<file path="config.mk">
export PLATFORM = sky130hd
export DESIGN_NAME = halfband_decimator
export DESIGN_NICKNAME = d
export VERILOG_FILES = /design/src/rtl/dsp_pkg.sv /design/src/rtl/hb_sample_buf.sv /design/src/rtl/halfband_decimator.sv
export SDC_FILE = /design/constraint.sdc
export NUM_CORES = 1
export LEC_CHECK = 0
export CORE_AREA = 2 2 230 232
export DETAILED_ROUTE_END_ITERATION = 10
export DIE_AREA = 0 0 232 234
export GPL_TIMING_DRIVEN = 0
export PLACE_DENSITY = 0.76
export SLEW_MARGIN = 5
export SYNTH_ARGS = -nofsm -noshare
export SYNTH_HDL_FRONTEND = slang
export SYNTH_SLANG_ARGS = --single-unit
</file>
<file path="constraint.sdc">
create_clock -name clk -period 22.6 [get_ports clk]
set_clock_uncertainty 0.1 [all_clocks]
set_input_delay 4.52 -clock clk [delete_from_list [all_inputs] [get_ports clk]]
set_output_delay 4.52 -clock clk [all_outputs]
set_load 0.1 [all_outputs]
</file>
<file path="src/rtl/dsp_pkg.sv">
`default_nettype none
// dsp_pkg: shared constants, half-band coefficients and FSM encoding for the decimation chain.
// Revision 1.0
package dsp_pkg;

  localparam int NTAPS  = 15;
  localparam int COEF_W = 12;
  localparam int ACC_W  = 24 + COEF_W + 4;

  typedef logic signed [COEF_W-1:0] coef_t;

  // Symmetric half-band taps; they sum to 2048, so SHIFT=11 restores unity gain.
  localparam coef_t HB_COEF [NTAPS] = '{
    12'sd4,   12'sd0, -12'sd24, 12'sd0, 12'sd88, 12'sd0, 12'sd444, 12'sd1024,
    12'sd444, 12'sd0,  12'sd88, 12'sd0, -12'sd24, 12'sd0, 12'sd4
  };

  typedef enum logic [1:0] {
    IDLE  = 2'd0,
    MAC   = 2'd1,
    ROUND = 2'd2
  } hb_state_t;

endpackage
`default_nettype wire

</file>
<file path="src/rtl/hb_sample_buf.sv">
`default_nettype none
// hb_sample_buf: 16-entry circular sample store, synchronous write, asynchronous read at base-offset.
// Revision 1.0
module hb_sample_buf #(
  parameter int DATA_W = 24
) (
  input  logic              clk,
  input  logic              rst,
  input  logic              wr_en,
  input  logic [DATA_W-1:0] wr_data,
  input  logic [3:0]        base,
  input  logic [3:0]        offset,
  output logic [DATA_W-1:0] rd_data,
  output logic [3:0]        wr_ptr
);

  logic [DATA_W-1:0] mem [16];
  logic [3:0]        rd_addr;

  always_ff @(posedge clk) begin
    if (rst) begin
      for (int i = 0; i < 16; i++) begin
        mem[i] <= '0;
      end
      wr_ptr <= 4'd0;
    end else if (wr_en) begin
      mem[wr_ptr] <= wr_data;
      wr_ptr      <= wr_ptr + 4'd1;
    end
  end

  // Modulo-16 subtraction walks backwards in time from the newest sample.
  assign rd_addr = base - offset;
  assign rd_data = mem[rd_addr];

endmodule
`default_nettype wire

</file>
<file path="src/rtl/halfband_decimator.sv">
`default_nettype none
// halfband_decimator: 15-tap half-band FIR with decimate-by-2 using one time-shared MAC.
// Revision 1.0
module halfband_decimator
  import dsp_pkg::*;
#(
  parameter int DATA_W = 24,
  parameter int OUT_W  = 16,
  parameter int SHIFT  = 11
) (
  input  logic              clk,
  input  logic              rst,
  input  logic              in_valid,
  input  logic [DATA_W-1:0] in_data,
  output logic              out_valid,
  output logic [OUT_W-1:0]  out_data,
  output logic              busy,
  output logic              overrun
);

  localparam int AW = DATA_W + COEF_W + 4;
  localparam logic signed [AW-1:0] RND     = {{(AW-1){1'b0}}, 1'b1} << (SHIFT - 1);
  localparam logic signed [AW-1:0] SAT_MAX = AW'((64'sd1 <<< (OUT_W - 1)) - 64'sd1);
  localparam logic signed [AW-1:0] SAT_MIN = ~SAT_MAX;

  hb_state_t state, state_nxt;

  logic [3:0]           wr_ptr;
  logic [3:0]           base;
  logic [3:0]           k;
  logic                 phase;
  logic                 trigger;
  logic                 last_tap;
  logic [DATA_W-1:0]    rd_data;
  logic signed [AW-1:0] acc;
  logic signed [AW-1:0] coef_ext;
  logic signed [AW-1:0] samp_ext;
  logic signed [AW-1:0] prod;
  logic signed [AW-1:0] rounded;
  logic signed [AW-1:0] shifted;
  logic [OUT_W-1:0]     sat_val;

  hb_sample_buf #(
    .DATA_W (DATA_W)
  ) u_buf (
    .clk     (clk),
    .rst     (rst),
    .wr_en   (in_valid),
    .wr_data (in_data),
    .base    (base),
    .offset  (k),
    .rd_data (rd_data),
    .wr_ptr  (wr_ptr)
  );

  assign trigger  = in_valid && phase;
  assign last_tap = (k == 4'(NTAPS - 1));
  assign busy     = (state != IDLE);

  assign coef_ext = AW'(HB_COEF[k]);
  assign samp_ext = AW'($signed(rd_data));
  assign prod     = coef_ext * samp_ext;
  assign rounded  = acc + RND;
  assign shifted  = rounded >>> SHIFT;

  always_comb begin
    sat_val = shifted[OUT_W-1:0];
    if (shifted > SAT_MAX) begin
      sat_val = SAT_MAX[OUT_W-1:0];
    end else if (shifted < SAT_MIN) begin
      sat_val = SAT_MIN[OUT_W-1:0];
    end
  end

  always_comb begin
    state_nxt = state;
    case (state)
      IDLE:    if (trigger) state_nxt = MAC;
      MAC:     if (last_tap) state_nxt = ROUND;
      ROUND:   state_nxt = IDLE;
      default: state_nxt = IDLE;
    endcase
  end

  always_ff @(posedge clk) begin
    if (rst) begin
      state <= IDLE;
    end else begin
      state <= state_nxt;
    end
  end

  always_ff @(posedge clk) begin
    if (rst) begin
      base      <= 4'd0;
      k         <= 4'd0;
      phase     <= 1'b0;
      acc       <= '0;
      out_data  <= '0;
      out_valid <= 1'b0;
      overrun   <= 1'b0;
    end else begin
      out_valid <= 1'b0;
      if (in_valid) begin
        phase <= ~phase;
      end
      // A trigger while busy keeps its sample but loses its MAC.
      if (trigger && busy) begin
        overrun <= 1'b1;
      end
      case (state)
        IDLE: begin
          if (trigger) begin
            base <= wr_ptr;
            acc  <= '0;
            k    <= 4'd0;
          end
        end
        MAC: begin
          acc <= acc + prod;
          k   <= last_tap ? 4'd0 : k + 4'd1;
        end
        ROUND: begin
          out_data  <= sat_val;
          out_valid <= 1'b1;
        end
        default: begin
          k <= 4'd0;
        end
      endcase
    end
  end

endmodule
`default_nettype wire
</file>
After elaboration in Yosys (flattened, before gate mapping)
Memories as Yosys holds them, arrays and structs flattened. Index checks and enable logic that the tools add are counted.

Register bits after elaboration: 73. Memories: 2. Memory bits (read-only): 192. Word-level logic and storage cells: 59. Input port bits: 27. Output and inout port bits: 19. Memory bits (writable): 384.

Equality and inequality tests: 5. Order comparisons: 3. Multipliers: 1. Reduce and logical (&&, ||, !) cells: 10. Add/subtract/negate cells: 5. Muxes and demuxes: 21. Bitwise gates (word level): 3.

Memory list: u_buf.mem (depth 16, bits a word 24, read ports 1, clocked after memory_dff 0, wr ports 16, RTL line hb_sample_buf.sv:17) `logic [DATA_W-1:0] mem [16];`; (name not given) (depth 16, bits a word 12, read ports 1, clocked after memory_dff 0, wr ports 0, RTL line halfband_decimator.sv:60) `assign coef_ext = AW'(HB_COEF[k]);`.

Operators with widths (number): one-hot mux 40 bit (2 select lines) (1); adder 40 x 12 -> 40 bit (second input constant) (1); adder 40 x 36 -> 40 bit (1); two-way mux 40 bit (1); multiplier 12 x 24 -> 36 bit (1); two-way mux 16 bit (2); greater-than comparator 29 x 16 -> 1 bit (second input constant) (1); less-than comparator 29 x 16 -> 1 bit (second input constant) (1); two-way mux 12 bit (2); two-way mux 24 bit (1); OR reduction 24 bit (1); two-way mux 4 bit (3); one-hot mux 4 bit (3 select lines) (1); adder 4 x 1 -> 4 bit (second input constant) (2); AND reduction 2 bit (4); two-way mux 1 bit (7); greater-or-equal comparator 5 bit (second input constant) (1); inverter 4 -> 5 bit (1); == test 4 bit (second input constant) (1); two-way mux 2 bit (2); != test 2 bit (second input constant) (2); one-hot mux 2 bit (2 select lines) (1); nonzero test 2 bit (2); subtractor 4 bit (1); 5 further kinds (7).

Longest topological paths before layout
Gate-level depths: netlist of the first run.

Depth after elaboration: 7. Mapped depth: 36. Depth with buffers taken out: 33.

Modules after synthesis
A second synthesis of the first run with hierarchy kept.

Cell total of the unflattened synthesis: 2604. Area, all modules: 31260.0 um^2.

By module, submodules not included: hb_sample_buf (sequential area each 11611.1 um^2, cells each 1224, area an instance 18412.7 um^2, instances 1); halfband_decimator (sequential area each 1341.3 um^2, cells each 1380, area an instance 12847.3 um^2, instances 1).

Worst setup path before layout of the first run
Ideal clock, no wire load.

Kind: register -> register. Start: reg k[1]. End: reg acc[34]. Setup time: 0.117 ns. Path slack: 13.948 ns. Data required time: 22.383 ns. Clock period less this slack: 8.652 ns. Arrival: 8.435 ns. Cell stages (with the launch flop): 30. Buffers on the path: 4. Cells stage by stage: dfxtp_1 -> clkbuf_1 -> inv_1 -> fa_1 -> clkbuf_1 -> clkbuf_1 -> clkbuf_1 -> mux4_2 -> mux2i_1 -> nor2_1 -> a21oi_1 -> nand3_1 -> fa_1 -> fa_1 -> inv_1 -> fa_1 -> fa_1 -> fa_1 -> inv_1 -> fa_1 -> inv_1 -> ha_1 -> o21ai_0 -> a21oi_1 -> a41o_1 -> a211o_1 -> a211o_1 -> a211oi_1 -> xnor2_1 -> a22o_1.

Word-level cells in the longest chain between the ends: 7. Elaborated cells on any way between the ends: 9. Those cells by class: add/sub (2); mul (1); mux (3); bitwise (1); memory (2).

RTL lines: start, declared (RTL line halfband_decimator.sv:30) `logic [3:0] k;`; start signal, assigned (RTL line halfband_decimator.sv:121) `k <= last_tap ? 4'd0 : k + 4'd1;`; parallel branches: the longest is 4 deep, another holds memory (16 x 24 bit); multiplier 12 x 24 -> 36 bit * (RTL line halfband_decimator.sv:62) `assign prod = coef_ext * samp_ext;`; adder 40 x 36 -> 40 bit * (RTL line halfband_decimator.sv:120) `acc <= acc + prod;`; one-hot mux 40 bit (2 select lines) * (RTL line halfband_decimator.sv:111) `case (state)`; end signal, assigned (RTL line halfband_decimator.sv:120); end, declared (RTL line halfband_decimator.sv:35) `logic signed [AW-1:0] acc;`.

Every way passes the cells marked *. The select of a mux whose other input is x is not followed. A chain may end at the register's enable or synchronous reset.

Final worst setup path of the first run
Start: reg k[1]. End: reg acc[31].

The elaborated chain is that of the path after synthesis.

==> results of run 1 <==
[worst min-delay path by stage]
stage / endpoint / cells after the start / slack (ps) / startpoint
floorplan: base[0]$_SDFFE_PP0P_ / 2 / 350 / base[0]$_SDFFE_PP0P_
global placement: overrun$_SDFFE_PP0P_ / 2 / 360 / overrun$_SDFFE_PP0P_
detailed placement: overrun$_SDFFE_PP0P_ / 2 / 370 / overrun$_SDFFE_PP0P_
CTS: overrun$_SDFFE_PP0P_ / 2 / 380 / overrun$_SDFFE_PP0P_
global route: out_data[12]$_SDFFE_PP0P_ / 1 / 400 / out_data[12]$_SDFFE_PP0P_
finish: overrun$_SDFFE_PP0P_ / 2 / 380 / overrun$_SDFFE_PP0P_
[state kept, by name, indices dropped and copies added (netlist names)]
signal        cells
state             2
u_buf.mem       384
overrun           1
k                 4
out_valid         1
base              4
u_buf.wr_ptr      4
phase             1
out_data         16
acc              38
[cells in the mapped netlist, drive strengths merged, types with 4 or more instances]
master    n  share of area
a211o     4         0.0011
a211oi   20         0.0049
a21o     25         0.0061
a21oi    72          0.012
a221o    15         0.0054
a22o     19         0.0054
a22oi    16         0.0039
a31oi     6         0.0012
and2      6         0.0013
and3    392          0.080
and4      5         0.0014
buf      29         0.0053
clkbuf  165          0.020
dfxtp    71          0.046
edfxtp  384           0.38
fa      250           0.16
ha      132          0.054
inv     305          0.037
mux2     10         0.0037
mux2i    28         0.0091
mux4     96          0.070
nand2    92          0.011
nand2b   28         0.0057
nand3    27         0.0046
nand4    11         0.0022
nor2    175          0.021
nor2b    57          0.012
nor3      8         0.0015
nor4      6         0.0014
o21a      6         0.0015
o21ai    28         0.0046
or2       6         0.0012
or3       5         0.0010
xnor2    41          0.012
xor2     25         0.0071
[final cells by class]
class	count	area (sq um)	area share
multi-input cells	1635	15850	0.4721
clock buffers	63	1257	0.03745
well taps	688	860.8	0.02564
diodes	1	2.502	0.00007453
repair buffers	44	440.4	0.01312
clock inverters	23	281.5	0.008384
plain buffers	194	784.5	0.02336
inverters	305	1145	0.03410
flip-flops and latches	455	12950	0.3857
[routing by layer]
layer / global-route usage / wire length, um / vias to the layer above
met2: 0.5507 / 42600 / 1190
met5: 0 / 0 / -
met1: 0.4021 / 30860 / 10710
met3: 0.06226 / 8200 / 236
li1: - / - / 9233
met4: 0.1693 / 4879 / 0
[report_power, final]
group / switching, mW / internal (mW)
logic: 0.331 / 0.183
clock network: 0.347 / 0.451
registers: 0.0174 / 0.942
[logic make-up (layout without fill, tap and decap cells)]
group           after synthesis  after routing  share of synthesized area
simple gates                824            824                     0.1460
xor+xnor                     66             66                    0.01881
buf+inv                     499            629                    0.06280
other cells                   0              1                          0
compound gates              229            229                    0.05095
fa+ha+maj                   382            382                     0.2167
flops                       455            455                     0.4216
mux                         134            134                    0.08316
[worst max-delay path, delay by kind of cell, from the launching register on]
family | cells | cell delay (ps)
compound gates | 6 | 2690
simple gates | 5 | 960
flops | 1 | 350
fa+ha+maj | 8 | 3930
mux | 2 | 610
xor+xnor | 1 | 110
buf+inv | 8 | 2800
[per-stage QoR]
step / instance area, sq um / hold slack [ps]
after global routing: 33570 / 395.6
after global placement: 32020 / 364.4
final: 33580 / 376.7
after detailed placement: 32030 / 367.4
after floorplan: 30720 / 354.5
after CTS: 33570 / 381.8
==> summary.txt, run 1 <==
========================================================================================
# nets final                                                                        3092
Seq cells post-synth                                                                 455
First element of the critical path                                          k[1]$_SDFFE_PP0P_
Number of setup violations in the final report                                         0
Number of warnings reported in the yosys synthesis log                                 0
Finished Core Util                                                                0.6454
Post-synth EDFFs                                                                     384
Number of antenna violations at the first check in global routing                      2
Worst skew pair latency                                                           610 ps
Clock sink count                                                                     455
Most used DFF post-synth                                                    sky130_fd_sc_hd__edfxtp_1
Worst setup slack for register-to-register paths                                10910 ps
Max-cap viol count                                                                     0
Die boundary height                                                               234 um
Number of unique standard cell types used by synthesis                                63
Buffers inserted during post-CTS setup optimization                                    0
Most common library cell in the layout ignoring fill and taps               sky130_fd_sc_hd__and3_1
CTS tree                                                                             yes
Count of cells along the worst register-to-register path                              30
GP Congestion                                                                     0.9478
Critical path data arrival time                                                 12080 ps
Proportion of synthesized chip area in sequential cells                           0.4216
Core Region                                                                  52020 sq um
Wire length after detailed routing                                              86550 um
Count of non-filler cells in the finished layout                                    3408
Worst setup slack after placement                                               11210 ps
Width of the chip                                                                 232 um
Highest Clock Rate                                                             85.54 MHz
Starting density of the core                                                      0.5905
Wirelength per Cell                                                             25.39 um
Number of standard cells after synthesis                                            2589
Reg-to-Reg Start                                                            k[1]$_SDFFE_PP0P_
Setup TNS                                                                           0 ps
Area growth syn-to-layout                                                         9.289%
Count of input and output buffers                                                     44
Leak pwr                                                                        15.14 nW
Critical Path End                                                           acc[31]$_SDFFE_PP0P_
Overall die area                                                             54290 sq um
Type of element capturing the critical path                                     register
Worst voltage drop across the vdd grid                                        0.08275 mV
Wire length of the first global-routing pass                                   130200 um
H-tree Lvls                                                                            2
Class of the most critical hold timing path                                   reg -> reg
Total of fill cells in the finished design                                          3977
Destination of the worst register-to-register timing path                   acc[31]$_SDFFE_PP0P_
Via density per instance                                                           6.271
Top library cells by usage in the layout, fill and taps aside               392 x sky130_fd_sc_hd__and3_1, 384 x sky130_fd_sc_hd__edfxtp_1, 305 x sky130_fd_sc_hd__inv_1
Count of antenna-violating nets left after detailed routing                            0
Final max-slew violation count                                                         0
Post-cts repair resize count                                                           0
Standard cell with the maximum stage delay on the critical path             sky130_fd_sc_hd__a21oi_1
Deepest clock path buffer count                                                        3
Mean area per synthesized cell                                               11.87 sq um
Cell area after synthesis                                                    30720 sq um
Slew Limit Headroom                                                              0.08805
Asr flop ratio synth                                                                   0
Outcome                                                                     complete, no violations
Cell Count Post-Placement                                                           3321
Routed via count                                                                   21370
Number of buffers inserted by hold repair at cts                                       0
Number of buffers created by CTS                                                      48
Number of nets in the synthesized netlist                                           2998
Total global routing track utilization                                            0.3261
Number of primary I/O pins                                                            46
CP max stage delay                                                               1040 ps
Overall power after layout                                                      2.272 mW
Most frequent CP cell                                                       sky130_fd_sc_hd__fa_1
Setup ws final                                                                  10910 ps
Critical-path maximum fanout                                                          10
Clock transition at the registers of the reported paths                            60 ps
Router iterations before antenna repair                                                6
Aggregate global routing overflow                                                      0
Number of endpoints with negative hold slack in the final report                       0
Setup repair after global routing missed its margin                                   no
Worst Path Required                                                             22980 ps
Portion of the clock cycle consumed by the worst path in the final layout         0.5173
Share of post-route cells with drive strength above 1                            0.08128
Pwr per Cell Area                                                           67.65 nW/um^2
Shortest period the worst path allows                                           11690 ps
Number of remaining DRC errors                                                         0
Worst setup SP type                                                             register
Clock tree root driver cell                                                 sky130_fd_sc_hd__clkbuf_16
Classification of the worst setup path                                        reg -> reg
Pin count of the biggest net entering global routing                                  25
Number of placement rows                                                              84
DP HPWL                                                                         64090 um
Worst slew pin tran                                                              1358 ps
Violation count after the first detailed-route iteration                            2207
Vias in the first global route                                                     21740
========================================================================================
Power figures use the tool's default switching activity.
==> run 2, diff against run 1 <==
==> constraint.sdc (replaced) <==
create_clock -name clk -period 11.2 [get_ports clk]
set_clock_uncertainty 0.1 [all_clocks]
set_input_delay 2.24 -clock clk [delete_from_list [all_inputs] [get_ports clk]]
set_output_delay 2.24 -clock clk [all_outputs]
set_load 0.1 [all_outputs]
==> summary.txt, run 2 (synthesis results as in run 1) <==
========================================================================================
Count of input and output buffers                                                     44
Flip-flop count of the largest register, all copies and words added                  384
Worst hold slack                                                                375.7 ps
Critical path data arrival time                                                 11180 ps
Type of element capturing the critical path                                     register
Number of primary I/O pins                                                            46
Area growth syn-to-layout                                                         9.461%
Wire length of the first global-routing pass                                   130300 um
Width of the chip                                                                 232 um
Top reg by flops                                                               u_buf.mem
Top library cells by usage in the layout, fill and taps aside               392 x sky130_fd_sc_hd__and3_1, 384 x sky130_fd_sc_hd__edfxtp_1, 305 x sky130_fd_sc_hd__inv_1
Clock sink count                                                                     455
Most frequent CP cell                                                       sky130_fd_sc_hd__fa_1
Classification of the worst setup path                                        reg -> reg
Share of total power consumed by net switching                                    0.3074
Worst skew pair latency                                                           610 ps
Number of antenna violations at the first check in global routing                      1
Highest Clock Rate                                                             92.59 MHz
Leak pwr                                                                        15.16 nW
Most common library cell in the layout ignoring fill and taps               sky130_fd_sc_hd__and3_1
CP max stage delay                                                                790 ps
DP HPWL                                                                         64090 um
Via density per instance                                                           6.266
Outcome                                                                     complete, no violations
Slew Limit Headroom                                                              0.07874
Final max-slew violation count                                                         0
Pwr per Cell Area                                                           136.7 nW/um^2
Number of endpoints with negative hold slack in the final report                       0
Number of setup violations in the final report                                         0
Vias in the first global route                                                     21760
# nets final                                                                        3092
Die boundary height                                                               234 um
Count of antenna-violating nets left after detailed routing                            0
Internal                                                                        3.183 mW
Clock transition at the registers of the reported paths                            60 ps
Violation count after the first detailed-route iteration                            2228
Deepest clock path buffer count                                                        3
Worst slew pin tran                                                              1372 ps
Number of buffers inserted by hold repair at cts                                       0
Count of non-filler cells in the finished layout                                    3407
Overall die area                                                             54290 sq um
Worst setup SP type                                                             register
Class of the most critical hold timing path                                   reg -> reg
Proportion of power drawn by combinational gates                                   0.228
Number of remaining DRC errors                                                         0
Portion of the clock cycle consumed by the worst path in the final layout         0.9643
Clock tree root driver cell                                                 sky130_fd_sc_hd__clkbuf_16
Share of post-route cells with drive strength above 1                            0.08790
Number of buffers created by CTS                                                      48
Largest registers in the final layout                                       u_buf.mem x384, acc x38, out_data x16
GP Congestion                                                                     0.9478
Wire length after detailed routing                                              86860 um
Clock network fraction of total power                                              0.351
Critical-path maximum fanout                                                          10
Switching power of the nets                                                     1.413 mW
Standard cell with the maximum stage delay on the critical path             sky130_fd_sc_hd__clkbuf_1
Count of cells along the worst register-to-register path                              29
H-tree Lvls                                                                            2
Worst setup slack for register-to-register paths                                  400 ps
Setup repair after global routing missed its margin                                   no
Cell Count Post-Placement                                                           3321
Sequential cell fraction of total power                                            0.421
Number of placement rows                                                              84
CTS tree                                                                             yes
Aggregate global routing overflow                                                      0
Finished Core Util                                                                0.6464
Wirelength per Cell                                                             25.50 um
Routed via count                                                                   21350
Router iterations before antenna repair                                                5
Buffers inserted during post-CTS setup optimization                                    0
First element of the critical path                                          k[1]$_SDFFE_PP0P_
Shortest period the worst path allows                                           10800 ps
Total global routing track utilization                                            0.3264
Pin count of the biggest net entering global routing                                  25
Starting density of the core                                                      0.5905
Count of antenna diodes in the layout                                                  0
Post-cts repair resize count                                                           3
Destination of the worst register-to-register timing path                   acc[31]$_SDFFE_PP0P_
Max-cap viol count                                                                     0
Overall power after layout                                                      4.596 mW
Critical Path End                                                           acc[31]$_SDFFE_PP0P_
Worst voltage drop across the vdd grid                                         0.1636 mV
Worst Path Required                                                             11580 ps
Reg-to-Reg Start                                                            k[1]$_SDFFE_PP0P_
Core Region                                                                  52020 sq um
========================================================================================
==> run 2: cell types whose count changed in the layout (fill, tap and decap cells not counted), sizes merged <==
cell,delta
diode,-1
==> run 2: area by class of cell <==
class                      instances  area [sq um]
fill                            3976         18400
sequential                       455         12950
clock inverter                    23         281.5
tap                              688         860.8
buffer                           194         790.8
inverter                         305          1145
clock buffer                      63          1257
multi-input combinational       1635         15900
timing repair buffer              44         440.4
==> run 2: routing by layer <==
layer	wire [um]	up-vias	track usage
met5	0	-	0
met4	4925	0	0.1689
met3	8217	244	0.05958
met2	42640	1202	0.5513
met1	31090	10670	0.4045
li1	-	9234	-
==> run 2: critical path, delay by kind of cell, from the launching register on <==
kind / cells / cell delay, ps
buf+inv: 8 / 2520
mux: 2 / 530
xor+xnor: 1 / 110
flops: 1 / 360
simple gates: 4 / 940
fa+ha+maj: 8 / 3830
compound gates: 6 / 2280
==> run 2: power groups by stage <==
stage	logic (mW)	registers [mW]	clock network, mW
final	1.05	1.94	1.61
after CTS	1.03	1.94	1.61
after global routing	1.15	1.94	1.67
after detailed placement	1.02	1.97	0
after floorplan	0.702	1.95	0
after global placement	0.997	1.97	0
==> run 2: how the worst min path moves through the flow <==
stage,from,endpoint,slack [ps],cells past startpoint
5_1_grt,out_data[12]$_SDFFE_PP0P_,out_data[12]$_SDFFE_PP0P_,400,1
3_5_place_dp,overrun$_SDFFE_PP0P_,overrun$_SDFFE_PP0P_,370,2
4_1_cts,overrun$_SDFFE_PP0P_,overrun$_SDFFE_PP0P_,380,2
6_report,overrun$_SDFFE_PP0P_,overrun$_SDFFE_PP0P_,380,2
2_1_floorplan,base[0]$_SDFFE_PP0P_,base[0]$_SDFFE_PP0P_,350,2
3_3_place_gp,overrun$_SDFFE_PP0P_,overrun$_SDFFE_PP0P_,360,2
==> run 2: stage by stage <==
step	cell area, sq um	worst slack, ps	setup TNS (ps)
after floorplan	30720	2548	0
after global placement	32020	-112.4	-165.4
after detailed placement	32030	-190.8	-454.9
after CTS	33580	49.41	0
after global routing	33630	69.26	0
final	33630	399.9	0
